===== config.mk =====
export PLATFORM = sky130hd
export DESIGN_NAME = scan_test_sequencer_flat
export DESIGN_NICKNAME = d
export VERILOG_FILES = /design/src/rtl/scan_test_sequencer_if.sv /design/src/rtl/scan_test_sequencer.sv /design/src/flat_wrapper.sv
export SDC_FILE = /design/constraint.sdc
export NUM_CORES = 1
export LEC_CHECK = 0
export BUFFER_PORTS_ARGS = -buffer_cell sky130_fd_sc_hd__buf_2
export CAP_MARGIN = 20
export CORE_MARGIN = 2
export CORE_UTILIZATION = 30
export CTS_CLUSTER_DIAMETER = 100
export DETAILED_ROUTE_END_ITERATION = 8
export GPL_ROUTABILITY_DRIVEN = 0
export REMOVE_ABC_BUFFERS = 1
export SLEW_MARGIN = 20
export SYNTH_ARGS = -nofsm -noshare
export SYNTH_HDL_FRONTEND = slang
export SYNTH_SLANG_ARGS = --single-unit

===== constraint.sdc =====
create_clock -name CLOCK -period 4.02 [get_ports CLOCK]
set_input_delay 0.804 -clock CLOCK [delete_from_list [all_inputs] [get_ports CLOCK]]
set_output_delay 0.804 -clock CLOCK [all_outputs]
set_load 0.02 [all_outputs]

===== src/rtl/scan_test_sequencer_if.sv =====
// Scan sequencer signal bundle: run control, status, pattern ROM lookup and
// CORE scan pins. The master view belongs to the sequencer. The slave view
// belongs to the host/ROM/CORE environment.
interface scan_test_sequencer_if #(
  parameter int CNT_W = 5,
  parameter int PAT_W = 8,
  parameter int ERR_W = 8
);
  // run control and status
  logic             START;
  logic             ABORT;
  logic [PAT_W-1:0] NUM_PAT;
  logic             BUSY;
  logic             DONE;
  logic             FAIL;
  logic [ERR_W-1:0] ERR_COUNT;
  logic [PAT_W-1:0] FIRST_FAIL_PAT;
  // pattern ROM lookup
  logic [PAT_W-1:0] LD_PAT_IDX;
  logic [PAT_W-1:0] UL_PAT_IDX;
  logic [CNT_W-1:0] BIT_IDX;
  logic             LOAD_BIT;
  logic             EXP_BIT;
  logic             MASK_BIT;
  // CORE scan pins
  logic             TEST_MODE;
  logic             TEST_SE;
  logic             TEST_SI;
  logic             TEST_SO;

  modport master (
    input  START, ABORT, NUM_PAT, LOAD_BIT, EXP_BIT, MASK_BIT, TEST_SO,
    output BUSY, DONE, FAIL, ERR_COUNT, FIRST_FAIL_PAT,
           LD_PAT_IDX, UL_PAT_IDX, BIT_IDX, TEST_MODE, TEST_SE, TEST_SI
  );

  modport slave (
    output START, ABORT, NUM_PAT, LOAD_BIT, EXP_BIT, MASK_BIT, TEST_SO,
    input  BUSY, DONE, FAIL, ERR_COUNT, FIRST_FAIL_PAT,
           LD_PAT_IDX, UL_PAT_IDX, BIT_IDX, TEST_MODE, TEST_SE, TEST_SI
  );
endinterface


===== src/rtl/scan_test_sequencer.sv =====
// On-chip scan test sequencer. It replays stored patterns into the CORE scan
// chain. While the next pattern shifts in, it compares the previous captured
// response against the masked expected bits from the ROM.
module scan_test_sequencer #(
  parameter int CHAIN_LEN = 30,
  parameter int CNT_W     = 5,
  parameter int PAT_W     = 8,
  parameter int ERR_W     = 8
) (
  input  logic                  CLOCK,
  input  logic                  RESET,
  scan_test_sequencer_if.master scan
);

  typedef enum logic [2:0] {
    S_IDLE,
    S_SETUP,
    S_SHIFT,
    S_CAPTURE,
    S_UNLOAD,
    S_DONE
  } state_t;

  state_t           state;
  logic [PAT_W-1:0] num_pat;
  logic [PAT_W-1:0] ld_idx;
  logic [PAT_W-1:0] ul_idx;
  logic [CNT_W-1:0] bit_idx;
  logic             test_mode;
  logic             test_se;
  logic             busy;
  logic             done;
  logic             fail;
  logic [ERR_W-1:0] err_count;
  logic [PAT_W-1:0] first_fail;

  logic             last_bit;
  logic [PAT_W-1:0] ld_next;
  logic             cmp_en;
  logic             miscompare;

  // Decode the shift position, the next pattern index and the compare qualifier.
  // Responses exist only after the first capture, so no compare happens while pattern 0 shifts in.
  always_comb begin
    last_bit   = (bit_idx == CNT_W'(CHAIN_LEN - 1));
    ld_next    = ld_idx + PAT_W'(1);
    cmp_en     = ((state == S_SHIFT) && (ld_idx != '0)) || (state == S_UNLOAD);
    miscompare = cmp_en && !scan.MASK_BIT && (scan.TEST_SO != scan.EXP_BIT);
  end

  // Sequencer FSM, with registered scan controls, indices and error status.
  // For a zero-length run, the FSM enters DONE with BUSY still set. It then
  // swaps BUSY for DONE one cycle later, so BUSY shows a single-cycle pulse.
  always_ff @(posedge CLOCK or posedge RESET) begin
    if (RESET) begin
      state      <= S_IDLE;
      num_pat    <= '0;
      ld_idx     <= '0;
      ul_idx     <= '0;
      bit_idx    <= '0;
      test_mode  <= 1'b0;
      test_se    <= 1'b0;
      busy       <= 1'b0;
      done       <= 1'b0;
      fail       <= 1'b0;
      err_count  <= '0;
      first_fail <= '0;
    end else if (scan.ABORT && (state != S_IDLE)) begin
      state     <= S_IDLE;
      bit_idx   <= '0;
      test_mode <= 1'b0;
      test_se   <= 1'b0;
      busy      <= 1'b0;
      done      <= 1'b0;
    end else begin
      if (miscompare) begin
        if (err_count != '1) err_count <= err_count + ERR_W'(1);
        fail <= 1'b1;
        if (!fail) first_fail <= ul_idx;
      end

      case (state)
        S_IDLE, S_DONE: begin
          if ((state == S_DONE) && busy) begin
            busy <= 1'b0;
            done <= 1'b1;
          end else if (scan.START && !scan.ABORT) begin
            num_pat    <= scan.NUM_PAT;
            err_count  <= '0;
            fail       <= 1'b0;
            first_fail <= '0;
            done       <= 1'b0;
            busy       <= 1'b1;
            ld_idx     <= '0;
            ul_idx     <= '1;
            bit_idx    <= '0;
            test_se    <= 1'b0;
            if (scan.NUM_PAT == '0) begin
              state     <= S_DONE;
              test_mode <= 1'b0;
            end else begin
              state     <= S_SETUP;
              test_mode <= 1'b1;
            end
          end
        end

        S_SETUP: begin
          state   <= S_SHIFT;
          test_se <= 1'b1;
        end

        S_SHIFT: begin
          if (last_bit) begin
            state   <= S_CAPTURE;
            test_se <= 1'b0;
            bit_idx <= '0;
          end else begin
            bit_idx <= bit_idx + CNT_W'(1);
          end
        end

        S_CAPTURE: begin
          ld_idx  <= ld_next;
          ul_idx  <= ld_idx;
          bit_idx <= '0;
          test_se <= 1'b1;
          state   <= (ld_next == num_pat) ? S_UNLOAD : S_SHIFT;
        end

        S_UNLOAD: begin
          if (last_bit) begin
            state     <= S_DONE;
            bit_idx   <= '0;
            test_mode <= 1'b0;
            test_se   <= 1'b0;
            busy      <= 1'b0;
            done      <= 1'b1;
          end else begin
            bit_idx <= bit_idx + CNT_W'(1);
          end
        end

        default: state <= S_IDLE;
      endcase
    end
  end

  // Drive the registered outputs. Scan-in is the only combinational output.
  // It passes the ROM load bit through only while a pattern shifts in.
  assign scan.LD_PAT_IDX     = ld_idx;
  assign scan.UL_PAT_IDX     = ul_idx;
  assign scan.BIT_IDX        = bit_idx;
  assign scan.TEST_MODE      = test_mode;
  assign scan.TEST_SE        = test_se;
  assign scan.TEST_SI        = (state == S_SHIFT) ? scan.LOAD_BIT : 1'b0;
  assign scan.BUSY           = busy;
  assign scan.DONE           = done;
  assign scan.FAIL           = fail;
  assign scan.ERR_COUNT      = err_count;
  assign scan.FIRST_FAIL_PAT = first_fail;

endmodule


===== src/flat_wrapper.sv =====
// flat-port wrapper written by rule: the top's interface ports become plain ports
module scan_test_sequencer_flat 
#(
  parameter int CHAIN_LEN = 30,
  parameter int CNT_W     = 5,
  parameter int PAT_W     = 8,
  parameter int ERR_W     = 8
)
  (CLOCK, RESET, scan_START, scan_ABORT, scan_NUM_PAT, scan_LOAD_BIT, scan_EXP_BIT, scan_MASK_BIT, scan_TEST_SO, scan_BUSY, scan_DONE, scan_FAIL, scan_ERR_COUNT, scan_FIRST_FAIL_PAT, scan_LD_PAT_IDX, scan_UL_PAT_IDX, scan_BIT_IDX, scan_TEST_MODE, scan_TEST_SE, scan_TEST_SI);
  scan_test_sequencer_if #(.CNT_W(CNT_W), .PAT_W(PAT_W), .ERR_W(ERR_W)) scan_i ();
  input  logic CLOCK;
  input  logic RESET;
  input wire logic [$bits(scan_i.START)-1:0] scan_START;
  input wire logic [$bits(scan_i.ABORT)-1:0] scan_ABORT;
  input wire logic [$bits(scan_i.NUM_PAT)-1:0] scan_NUM_PAT;
  input wire logic [$bits(scan_i.LOAD_BIT)-1:0] scan_LOAD_BIT;
  input wire logic [$bits(scan_i.EXP_BIT)-1:0] scan_EXP_BIT;
  input wire logic [$bits(scan_i.MASK_BIT)-1:0] scan_MASK_BIT;
  input wire logic [$bits(scan_i.TEST_SO)-1:0] scan_TEST_SO;
  output wire logic [$bits(scan_i.BUSY)-1:0] scan_BUSY;
  output wire logic [$bits(scan_i.DONE)-1:0] scan_DONE;
  output wire logic [$bits(scan_i.FAIL)-1:0] scan_FAIL;
  output wire logic [$bits(scan_i.ERR_COUNT)-1:0] scan_ERR_COUNT;
  output wire logic [$bits(scan_i.FIRST_FAIL_PAT)-1:0] scan_FIRST_FAIL_PAT;
  output wire logic [$bits(scan_i.LD_PAT_IDX)-1:0] scan_LD_PAT_IDX;
  output wire logic [$bits(scan_i.UL_PAT_IDX)-1:0] scan_UL_PAT_IDX;
  output wire logic [$bits(scan_i.BIT_IDX)-1:0] scan_BIT_IDX;
  output wire logic [$bits(scan_i.TEST_MODE)-1:0] scan_TEST_MODE;
  output wire logic [$bits(scan_i.TEST_SE)-1:0] scan_TEST_SE;
  output wire logic [$bits(scan_i.TEST_SI)-1:0] scan_TEST_SI;
  assign scan_i.START = scan_START;
  assign scan_i.ABORT = scan_ABORT;
  assign scan_i.NUM_PAT = scan_NUM_PAT;
  assign scan_i.LOAD_BIT = scan_LOAD_BIT;
  assign scan_i.EXP_BIT = scan_EXP_BIT;
  assign scan_i.MASK_BIT = scan_MASK_BIT;
  assign scan_i.TEST_SO = scan_TEST_SO;
  assign scan_BUSY = scan_i.BUSY;
  assign scan_DONE = scan_i.DONE;
  assign scan_FAIL = scan_i.FAIL;
  assign scan_ERR_COUNT = scan_i.ERR_COUNT;
  assign scan_FIRST_FAIL_PAT = scan_i.FIRST_FAIL_PAT;
  assign scan_LD_PAT_IDX = scan_i.LD_PAT_IDX;
  assign scan_UL_PAT_IDX = scan_i.UL_PAT_IDX;
  assign scan_BIT_IDX = scan_i.BIT_IDX;
  assign scan_TEST_MODE = scan_i.TEST_MODE;
  assign scan_TEST_SE = scan_i.TEST_SE;
  assign scan_TEST_SI = scan_i.TEST_SI;
  scan_test_sequencer #(.CHAIN_LEN(CHAIN_LEN), .CNT_W(CNT_W), .PAT_W(PAT_W), .ERR_W(ERR_W)) u_core (.CLOCK(CLOCK), .RESET(RESET), .scan(scan_i));
endmodule

---- Word-level counts from Yosys, hierarchy flattened ----
Index checks and enable logic that the tools add are counted.
cells by class
  $add $sub $neg .......................... 3
  multiply operators ...................... 0
  divide/modulo/power cells ............... 0
  $lt $le $gt $ge ......................... 0
  eq/ne operators ......................... 17
  shift-type cells ........................ 0
  multiplexer cells ....................... 52
  bitwise operators ....................... 2
  reductions and logical operators ........ 27
operators by type and width
  kind                                                   count
  two-way mux 8 bit                                      14
  one-hot mux 8 bit (2 select lines)                     2
  two-way mux 3 bit                                      7
  two-way mux 5 bit                                      4
  AND reduction 4 bit                                    5
  two-way mux 1 bit                                      19
  adder 8 x 1 -> 8 bit, second input constant            2
  one-hot mux 3 bit (5 select lines)                     1
  one-hot mux 5 bit (3 select lines)                     1
  inequality test 3 x 2 -> 1 bit, second input constant  3
  == test 8 bit                                          1
  zero test 8 bit                                        1
  inequality test 8 bit, second input constant           1
  nonzero test 4 bit                                     2
  nonzero test 8 bit                                     1
  == test 3 x 2 -> 1 bit, second input constant          2
  == test 3 bit, second input constant                   2
  logical AND 1 bit                                      6
  inequality test 3 x 1 -> 1 bit, second input constant  2
  one-hot mux 1 bit (2 select lines)                     3
  AND reduction 3 bit                                    2
  nonzero test 3 bit                                     2
  OR reduction 2 bit                                     3
  adder 5 x 1 -> 5 bit, second input constant            1
  other kinds (12)                                       14
storage, ports and cells
  register bits after elaboration ......... 53
  latch bits .............................. 0
  memory bits (writable) .................. 0
  bits in read-only memories .............. 0
  bits of input ports ..................... 16
  output and inout bits ................... 43
  logic and storage cells ................. 113
  memories ................................ 0

---- Longest topological paths before layout ----
Gate-level depths: netlist (run 1).
  depth after elaboration ................. 9
  gate-level depth with buffers ........... 8
  gate-level depth less buffers ........... 7

---- Worst setup path before layout (run 1) ----
OpenSTA, ideal clock, no wires.
  path type ............................... in2reg
  start ................................... in scan_ABORT
  end ..................................... reg u_core.err_count[4], in the netlist u_core.scan.ERR_COUNT[4]
  library setup time ...................... 0.125 ns
  arrival time ............................ 2.104 ns
  required time ........................... 3.895 ns
  setup slack ............................. 1.791 ns
  stages on the path ...................... 5
  path buffers ............................ 0
  path through ............................ nor2_1 -> nand4b_2 -> nor3_4 -> and4_1 -> mux2_4
between the ends
  longest elaborated chain between the ends .. 5
  elaborated cells between the ends (all ways) .. 6
  those cells by class .................... mux (3); reduce/logical (3)
ends and longest elaborated chain
  item                    line                       RTL
  start: declaration      flat_wrapper.sv:14         input wire logic [$bits(scan_i.ABORT)-1:0] scan_ABORT;
  zero test 1 bit         scan_test_sequencer.sv:87  end else if (scan.START && !scan.ABORT) begin
  logical AND 1 bit       scan_test_sequencer.sv:87
  two-way mux 8 bit       scan_test_sequencer.sv:87
  two-way mux 8 bit       scan_test_sequencer.sv:84  if ((state == S_DONE) && busy) begin
  two-way mux 8 bit       scan_test_sequencer.sv:82  case (state)
  end signal: assignment  scan_test_sequencer.sv:77  if (err_count != '1) err_count <= err_count + ERR_W'(1);
  end: declaration        scan_test_sequencer.sv:34  logic [ERR_W-1:0] err_count;
Parallel ways exist; a longest one is shown, timed or not.
A chain may end at the register's enable or synchronous reset.

---- Worst setup path after layout (run 1) ----
  start ................................... reg u_core.state[2]
  end ..................................... reg u_core.err_count[5], in the netlist u_core.scan.ERR_COUNT[5]
between the ends
  longest elaborated chain between the ends .. 9
  elaborated cells between the ends (all ways) .. 16
  those cells by class .................... eq/ne (3); mux (4); reduce/logical (9)
ends and longest elaborated chain
  item                            line                        RTL
  start: declaration              scan_test_sequencer.sv:24   state_t state;
  start signal: assignment        scan_test_sequencer.sv:128  state <= (ld_next == num_pat) ? S_UNLOAD : S_SHIFT;
  == test 3 x 2 -> 1 bit          scan_test_sequencer.sv:47   cmp_en = ((state == S_SHIFT) && (ld_idx != '0)) || (state == S_UNLOAD);
  logical AND 1 bit               scan_test_sequencer.sv:47
  logical OR 1 bit                scan_test_sequencer.sv:47
  logical AND 1 bit (2 in a row)  scan_test_sequencer.sv:48   miscompare = cmp_en && !scan.MASK_BIT && (scan.TEST_SO != scan.EXP_BIT);
  two-way mux 8 bit               scan_test_sequencer.sv:76   if (miscompare) begin
  two-way mux 8 bit               scan_test_sequencer.sv:87
  two-way mux 8 bit               scan_test_sequencer.sv:84
  two-way mux 8 bit               scan_test_sequencer.sv:82
Parallel ways exist; a longest one is shown, timed or not.

==> run metrics, run 1 <==
buffering stage count on the worst path with inverters included=1; minimum period implied by the final worst setup slack=2.61 ns; final hold vios=0; total setup violations reported at the end of the flow=0; cell area after technology mapping=3010 um2; slew margin rel.=48.1%; overall overflow remaining after global route=0; overall die height=104 um; setup repair after global routing missed its margin=false; worst skew pair latency=0.31 ns; Post-CTS Setup Repair Bufs=0; post-synthesis cell type with the largest combined area=dfrtp_1; area delta synth->final=15.9%; Max FO, Critical Path=19; proportion of power drawn by combinational gates=36.1%; critical path class=reg2reg; critical path data required time=4.23 ns; PD cells=534 nW/um2; type of element capturing the critical path=register; initial core utilization=30.8%; skew final=0.0109 ns; post-route ant nets=0; share of cells above drive strength 1=26.1%; HP Class=reg2reg; static leakage power=1.56 nW; proportion of netlist area held by the largest area contributor=44.0%; worst-path cell chain=nand3b_1 > a2111oi_4 > buf_4 > nand2b_1 > a21oi_1 > a31o_1; relative contribution of sequential cells to total power=43.8%; hold buffer count at cts=0; endpoint of the worst setup timing path=u_core.scan.ERR_COUNT[5]; setup_tns=0 ns; layer with the highest usage after global routing=met2; Placeable Area=9770 um2; proportion of synthesized area in mux cells=6.44%; first-pass detailed-route iteration total=4; Iteration-0 DRC Markers=171; FF-to-FF path depth=6; routed length per placed instance=15.5 um; count of filler cells inserted in the layout=1,023; GRT met2 Usage=22.0%; via count of the first global-routing pass=2,421; Final Worst Setup Slack=1.41 ns; maxcap violations=0; sw frac=40.1%; Placed Cells incl. Taps=474; Final Instance Count excl. Fillers=482; initial antenna violation count=0; GR met3 Demand/Resource=2.76%; number of flip-flops and latches in the synthesized netlist=53; clock tree from TritonCTS=built; Peak VDD IR=0.000200 V; IO buf count=58; Mean Syn Cell Area=10.0 um2; slew at the pin with the worst max-slew slack=0.778 ns; commonest non-fill, non-tap cells in the layout=58 x buf_2, 53 x dfrtp_1, 21 x nand2_1; met1 usage in global routing=19.3%; routed via count divided by cell count=5.20; most used flip-flop cell after synthesis=dfrtp_1; internal power=0.00112 W; post-synthesis sequential area ratio=44.0%; Core Rows=36; launching point of the worst reg2reg path=u_core.state[2]; final routed wirelength across all metal layers=7490 um; minimum setup slack after placement=1.37 ns; die area=10,900 um2; Simple-Gate Fraction of Synth Area=20.9%; number of levels the H-tree was split into=2; fraction of registers with async set or reset after synthesis=100%; final standard cell utilization of the core=35.7%; post-synthesis share of cell area spent on xor and xnor gates=4.03%; number of distinct library cell variants in the gate-level netlist after synthesis=67; delay of the slowest critical-path stage=0.80 ns; cell type group with the largest total delay on the critical path=compound AO/OA/AOI/OAI gates; crit start category=register; Pins Over Slew Limit=0; synthesis warning total=0; pin count of the biggest net entering global routing=34; r2r endpoint=u_core.scan.ERR_COUNT[5]; net switching power figure=0.000748 W; standard cell with the maximum stage delay on the critical path=a2111oi_4; most frequent standard cell in the layout excluding fill and tap cells=buf_2; io pins=59; share of the clock period used by the worst path=65.0%; number of gates given a new drive strength after cts=0; cell count after synthesis=301; DIE WIDTH=104 um; antenna diode count=0; CTS clock-pin slew for the worst setup and hold paths=0.10 ns; Max Root-Sink Buffers=2; DRC violation count after routing=0; DP HPWL=5330 um; Clock Tree Root=clkbuf_8; CP startpoint=u_core.state[2]; adder and majority gate portion of the synthesized area=2.41%; arrival time of data at the critical path endpoint=2.83 ns; clock tree sinks=53; via count=2,505; number of nets in the layout=369; aggregate global-route resource usage=13.8%; cells taking the most area after synthesis=dfrtp_1 44%, mux2i_1 3.3%, mux2_2 2.6%, nand2_1 2.6%, nor2_1 2.5%; first-pass GRT wire length=12,300 um; number of synthesized flops with an enable pin=0; fmax=383 MHz; Clk pwr share=20.1%; number of gates on the worst path with buffers counted=6; outcome=completed; number of CTS-inserted buffers=5; setup slack, reg-to-reg=1.41 ns; largest family of logic cells by synthesized area=simple AND/OR/NAND/NOR gates; Synth Area in Compound Gates=16.7%
==> synth_stat cells, drive strengths merged (6+ instances only) <==
cell,instances
nor4,6
inv,13
xor2,7
nand3,11
clkbuf,7
nor2b,6
buf,13
nor2,28
mux2,8
o21ai,18
nand2,21
a21oi,6
mux2i,10
xnor2,6
dfrtp,53
==> cell families (layout without fill, tap and decap cells) <==
kind of cell | Yosys count | count (layout)
AOI/OAI and AO/OA | 70 | 70
xor gates and xnor gates | 13 | 13
adders and majority gates | 6 | 6
buffers and inverters | 33 | 81
DFF | 53 | 53
muxes | 18 | 18
and+or+nand+nor | 108 | 108
==> worst min-delay path, stage by stage (launching register included) <==
cell and delay, ns:
dfrtp_1 0.35, nand2_1 0.05, o41ai_1 0.05
==> through the flow <==
stage | total power, W | instance area [um2] | hold WS (ns)
2_1_floorplan | 0.00127 | 2900 | 0.501
4_1_cts | 0.00188 | 3490 | 0.490
5_1_grt | 0.00198 | 3490 | 0.510
3_3_place_gp | 0.00148 | 3380 | 0.464
6_report | 0.00186 | 3490 | 0.485
3_5_place_dp | 0.00151 | 3380 | 0.465
==> sequential cells by signal, indices dropped and copies added, names as in the netlist, 3 cells and up <==
name / cells
u_core.num_pat: 8
u_core.scan.ERR_COUNT: 8
u_core.scan.FIRST_FAIL_PAT: 8
u_core.scan.LD_PAT_IDX: 8
u_core.scan.UL_PAT_IDX: 8
u_core.scan.BIT_IDX: 5
u_core.state: 3
==> power by group through the flow <==
stage	clock [W]	sequential, W	combinational, W
floorplan	0	0.000889	0.000381
global placement	0	0.000824	0.000660
detailed placement	0	0.000830	0.000679
CTS	0.000384	0.000819	0.000681
global route	0.000403	0.000843	0.000739
finish	0.000375	0.000817	0.000673
==> final cells by class <==
| type | count | area (um2) | area share (%) |
|---|---|---|---|
| timing repair buffer | 60 | 305 | 8.75 |
| clock inverter | 2 | 38.8 | 1.11 |
| clock buffer | 6 | 72.6 | 2.08 |
| tap | 133 | 166 | 4.77 |
| multi-input combinational | 215 | 1530 | 43.9 |
| sequential | 53 | 1330 | 38.0 |
| inverter | 13 | 48.8 | 1.40 |
==> metal layers <==
layer  vias up  wire, um
met3         5       366
met2        72      3470
met5         -         0
li1       1195         -
met4         0        59
met1      1233      3590
==> worst min-delay path by stage <==
stage | from | end | slack, ns | cells past startpoint
5_1_grt | u_core.scan.TEST_MODE | u_core.scan.TEST_MODE | 0.51 | 2
4_1_cts | u_core.scan.TEST_MODE | u_core.scan.TEST_MODE | 0.49 | 2
3_5_place_dp | u_core.scan.TEST_MODE | u_core.scan.TEST_MODE | 0.46 | 2
6_report | u_core.scan.TEST_MODE | u_core.scan.TEST_MODE | 0.48 | 2
2_1_floorplan | u_core.num_pat[1] | u_core.num_pat[1] | 0.50 | 1
3_3_place_gp | u_core.scan.DONE | u_core.scan.DONE | 0.46 | 1
Note: power is estimated with default switching activity, not from simulation.
==> inputs of run 2 (changes only) <==
==> constraint.sdc (replaced) <==
create_clock -name CLOCK -period 2.2 [get_ports CLOCK]
set_input_delay 0.44 -clock CLOCK [delete_from_list [all_inputs] [get_ports CLOCK]]
set_output_delay 0.44 -clock CLOCK [all_outputs]
set_load 0.02 [all_outputs]
==> run 2 against run 1 <==
Compared with the run above:
- die area did not move
- non-clock buffer count rose by 14
- wire length fell by 3.0%
- power rose by 85%
- via count did not move
- flip-flop and latch count did not move
- sequential share of layout area fell by 1.3 points
- sequential power rose by 80%
==> run metrics, run 2 (synthesis results as in run 1) <==
most frequent standard cell in the layout excluding fill and tap cells=buf_2; first-pass detailed-route iteration total=4; share of cells above drive strength 1=29.5%; via count=2,505; minimum setup slack after placement=0.136 ns; antenna diode count=0; overall overflow remaining after global route=0; clock tree sinks=53; topmost layer with routed signal wires=met4; arrival time of data at the critical path endpoint=2.24 ns; CTS clock-pin slew for the worst setup and hold paths=0.11 ns; worst skew pair latency=0.31 ns; critical path class=reg2reg; setup repair after global routing missed its margin=false; first-pass GRT wire length=12,400 um; maxcap violations=0; number of nets in the layout=383; via count of the first global-routing pass=2,442; type of element capturing the critical path=register; fmax=489 MHz; initial core utilization=30.8%; DIE WIDTH=104 um; io pins=59; initial antenna violation count=0; DP HPWL=5340 um; WL met2=3360 um; Iteration-0 DRC Markers=175; Max Root-Sink Buffers=2; Max FO, Critical Path=8; share of the clock period used by the worst path=92.9%; aggregate global-route resource usage=13.8%; final routed wirelength across all metal layers=7270 um; final hold vios=0; static leakage power=1.64 nW; Final Worst Setup Slack=0.156 ns; number of levels the H-tree was split into=2; routed length per placed instance=14.7 um; Peak VDD IR=0.000356 V; final standard cell utilization of the core=37.0%; critical path data required time=2.39 ns; Final Hold Slack=0.161 ns; area delta synth->final=20.1%; post-route ant nets=0; Core Rows=36; outcome=completed; DR WL met3=291 um; HP Class=in2async; DRC violation count after routing=0; IO buf count=58; pin count of the biggest net entering global routing=54; Placeable Area=9770 um2; overall die height=104 um; commonest non-fill, non-tap cells in the layout=58 x buf_2, 53 x dfrtp_1, 21 x nand2_1; crit start category=register; minimum period implied by the final worst setup slack=2.04 ns; Pins Over Slew Limit=0; skew final=0.0127 ns; Clock Tree Root=clkbuf_8; number of CTS-inserted buffers=5; die area=10,900 um2; PD cells=956 nW/um2; length of routed wiring on met1=3600 um; routed via count divided by cell count=5.05; slew at the pin with the worst max-slew slack=0.467 ns; slew margin rel.=68.9%; hold buffer count at cts=0; clock tree from TritonCTS=built; total setup violations reported at the end of the flow=0
-- run 2: cell type report --
class	count	area (um2)
well taps	133	166
clock buffers	5	68.8
repair buffers	74	423
inverters	13	48.8
clock inverters	3	47.5
fillers	1023	6160
multi-input cells	215	1540
flip-flops and latches	53	1330
-- run 2: per-layer routing --
layer | track usage [%] | vias up
met4 | 2.99 | 0
li1 | - | 1221
met3 | 2.38 | 3
met1 | 19.8 | 1217
met2 | 21.9 | 64
met5 | 0 | -
-- run 2: where the power goes --
group / switching [W] / total [W] / internal (W)
combinational: 0.000764 / 0.00129 / 0.000525
sequential: 0.000257 / 0.00147 / 0.00121
clock: 0.000353 / 0.000700 / 0.000348
total: 0.00137 / 0.00346 / 0.00208
-- run 2: path summary, 6_finish.rpt --
check | from | to | slack [ns] | cells past startpoint
worst max-delay path | u_core.scan.LD_PAT_IDX[1] | u_core.state[1] | 0.16 | 6
worst min-delay path | RESET | u_core.scan.FIRST_FAIL_PAT[5] | 0.16 | 3
worst max register to register | u_core.scan.LD_PAT_IDX[1] | u_core.state[1] | 0.16 | 6
worst min register to register | u_core.scan.DONE | u_core.scan.DONE | 0.48 | 1
max in group asynchronous | RESET | u_core.scan.BIT_IDX[0] | 1.78 | 3
min in group CLOCK | scan_NUM_PAT[5] | u_core.num_pat[5] | 0.35 | 3
-- run 2: what timing repair did --
action | 4_1_cts | 5_1_grt
setup buffers | 0 | 0
setup endpoints to repair | 0 | 1
gates resized for setup | 0 | 1
-- run 2: stage by stage --
| step | cells | setup TNS, ns | power [W] | area [um2] |
|---|---|---|---|---|
| after CTS | 496 | 0 | 0.00350 | 3610 |
| after global routing | 496 | 0 | 0.00370 | 3620 |
| after floorplan | 281 | -19.77 | 0.00232 | 2900 |
| after detailed placement | 488 | 0 | 0.00279 | 3500 |
| final | 496 | 0 | 0.00346 | 3620 |
| after global placement | 488 | 0 | 0.00276 | 3500 |
-- run 2: worst max-delay path, stage by stage (launching register included) --
cell,delay [ns]
dfrtp_1,0.48
ha_2,0.31
and3b_1,0.20
a2111o_1,0.37
o311ai_1,0.11
nor4_1,0.11
a2111oi_1,0.35
==> inputs of run 3 (changes only) <==
==> constraint.sdc (replaced) <==
create_clock -name CLOCK -period 2.5 [get_ports CLOCK]
set_input_delay 0.5 -clock CLOCK [delete_from_list [all_inputs] [get_ports CLOCK]]
set_output_delay 0.5 -clock CLOCK [all_outputs]
set_load 0.02 [all_outputs]
==> run 3 against run 2 <==
Compared with the run above:
- sequential power is 14% lower
- clock-buffer cell count is the same
- non-clock buffer count is 7 lower
- die area is the same
- wire length decreased by 0.69%
- clock skew down 0.0047 ns
- maximum frequency is 4.6% lower
- critical path depth unchanged
- largest power group unchanged
- first-iteration DRC count is 31% lower
- utilization shrank 0.83 points
- cell count shrank 1.4%
- worst setup slack improved by 0.20 ns
==> run metrics, run 3 (synthesis results as in run 1) <==
outcome=completed; Iteration-0 DRC Markers=120; DP HPWL=5270 um; number of gates given a new drive strength after cts=0; delay of the slowest critical-path stage=0.52 ns; final hold vios=0; Final Worst Setup Slack=0.358 ns; overall overflow remaining after global route=0; via count=2,485; overall die height=104 um; standard cell with the maximum stage delay on the critical path=dfrtp_1; routed via count divided by cell count=5.08; IO buf count=58; cell type group with the largest total delay on the critical path=compound AO/OA/AOI/OAI gates; fmax=467 MHz; die area=10,900 um2; io pins=59; HP Class=in2async; Post-CTS Setup Repair Bufs=0; Clock Tree Root=clkbuf_8; worst skew pair latency=0.31 ns; area delta synth->final=17.4%; first-pass detailed-route iteration total=4; minimum setup slack after placement=0.384 ns; critical path data required time=2.69 ns; Placed Cells incl. Taps=481; post-route ant nets=0; DIE WIDTH=104 um; share of the clock period used by the worst path=85.7%; slew margin rel.=59.6%; Placeable Area=9770 um2; DRC violation count after routing=0; number of levels the H-tree was split into=2; buffering stage count on the worst path with inverters included=0; Max Root-Sink Buffers=2; post-layout power=0.00293 W; PD cells=828 nW/um2; Final Instance Count excl. Fillers=489; setup repair after global routing missed its margin=false; minimum period implied by the final worst setup slack=2.14 ns; Peak VDD IR=0.000278 V; Core Rows=36; aggregate global-route resource usage=13.6%; clock tree from TritonCTS=built; arrival time of data at the critical path endpoint=2.33 ns; static leakage power=1.59 nW; worst-path cell chain=ha_1 > and3b_1 > a2111o_1 > o311ai_1 > nor4_1 > a2111oi_1; initial core utilization=30.8%; routed length per placed instance=14.8 um; clock tree sinks=53; number of nets in the layout=376; Max FO, Critical Path=10; number of CTS-inserted buffers=5; crit start category=register; commonest non-fill, non-tap cells in the layout=58 x buf_2, 53 x dfrtp_1, 21 x nand2_1; via count of the first global-routing pass=2,338; skew final=0.00791 ns; slew at the pin with the worst max-slew slack=0.605 ns; total setup violations reported at the end of the flow=0; initial antenna violation count=0; first-pass GRT wire length=12,200 um; maxcap violations=0; pin count of the biggest net entering global routing=54; CTS clock-pin slew for the worst setup and hold paths=0.11 ns; type of element capturing the critical path=register; critical path class=reg2reg; antenna diode count=0; Final Hold Slack=0.218 ns; most frequent standard cell in the layout excluding fill and tap cells=buf_2; share of cells above drive strength 1=27.8%; setup_tns=0 ns; hold buffer count at cts=0; Pins Over Slew Limit=0; setup slack, reg-to-reg=0.36 ns; final routed wirelength across all metal layers=7220 um
==> run 3: cell count changes in the layout (fill, tap and decap cells not counted) <==
cell,change
clkinv_2,+1
bufinv_16,-1
inv_6,-1
ha_2,-1
buf_4,-7
ha_1,+1
clkinvlp_4,+1
==> run 3: worst paths after layout <==
check | to | cells past startpoint | from
worst min-delay path | u_core.scan.ERR_COUNT[5] | 3 | RESET
max in group asynchronous | u_core.state[1] | 3 | RESET
worst max register to register | u_core.state[1] | 6 | u_core.scan.LD_PAT_IDX[0]
min in group CLOCK | u_core.num_pat[5] | 3 | scan_NUM_PAT[5]
worst min register to register | u_core.scan.DONE | 1 | u_core.scan.DONE
worst max-delay path | u_core.state[1] | 6 | u_core.scan.LD_PAT_IDX[0]
==> run 3: final cells by class <==
| cell class | instances | area [um2] |
|---|---|---|
| Fill cell | 1018 | 6240 |
| Multi-Input combinational cell | 215 | 1530 |
| Sequential cell | 53 | 1330 |
| Timing Repair Buffer | 67 | 370 |
| Tap cell | 133 | 166 |
| Clock buffer | 5 | 68.8 |
| Inverter | 13 | 48.8 |
| Clock inverter | 3 | 21.3 |
==> run 3: metrics by stage <==
stage               area [um2]  utilization, %
finish                    3530            36.2
global route              3530            36.2
CTS                       3530            36.2
detailed placement        3440            35.2
global placement          3440            35.2
floorplan                 2900               -
==> run 3: where the power goes <==
group,switching (W),internal [W],total [W]
clock,0.000306,0.000200,0.000506
sequential,0.000206,0.00107,0.00127
combinational,0.000685,0.000462,0.00115
total,0.00120,0.00173,0.00293
==> run 3: worst min-delay path, cell delays in order <==
cell    delay [ns]
buf_2         0.10
inv_2         0.06
buf_12        0.27
==> run 3: routing by layer <==
layer  up-vias  routed length, um  global-route usage (%)
met5         -                  0                       0
met4         0                 31                    2.90
met3         2                369                    3.51
met2        72               3260                    20.3
met1      1191               3560                    19.8
li1       1220                  -                       -
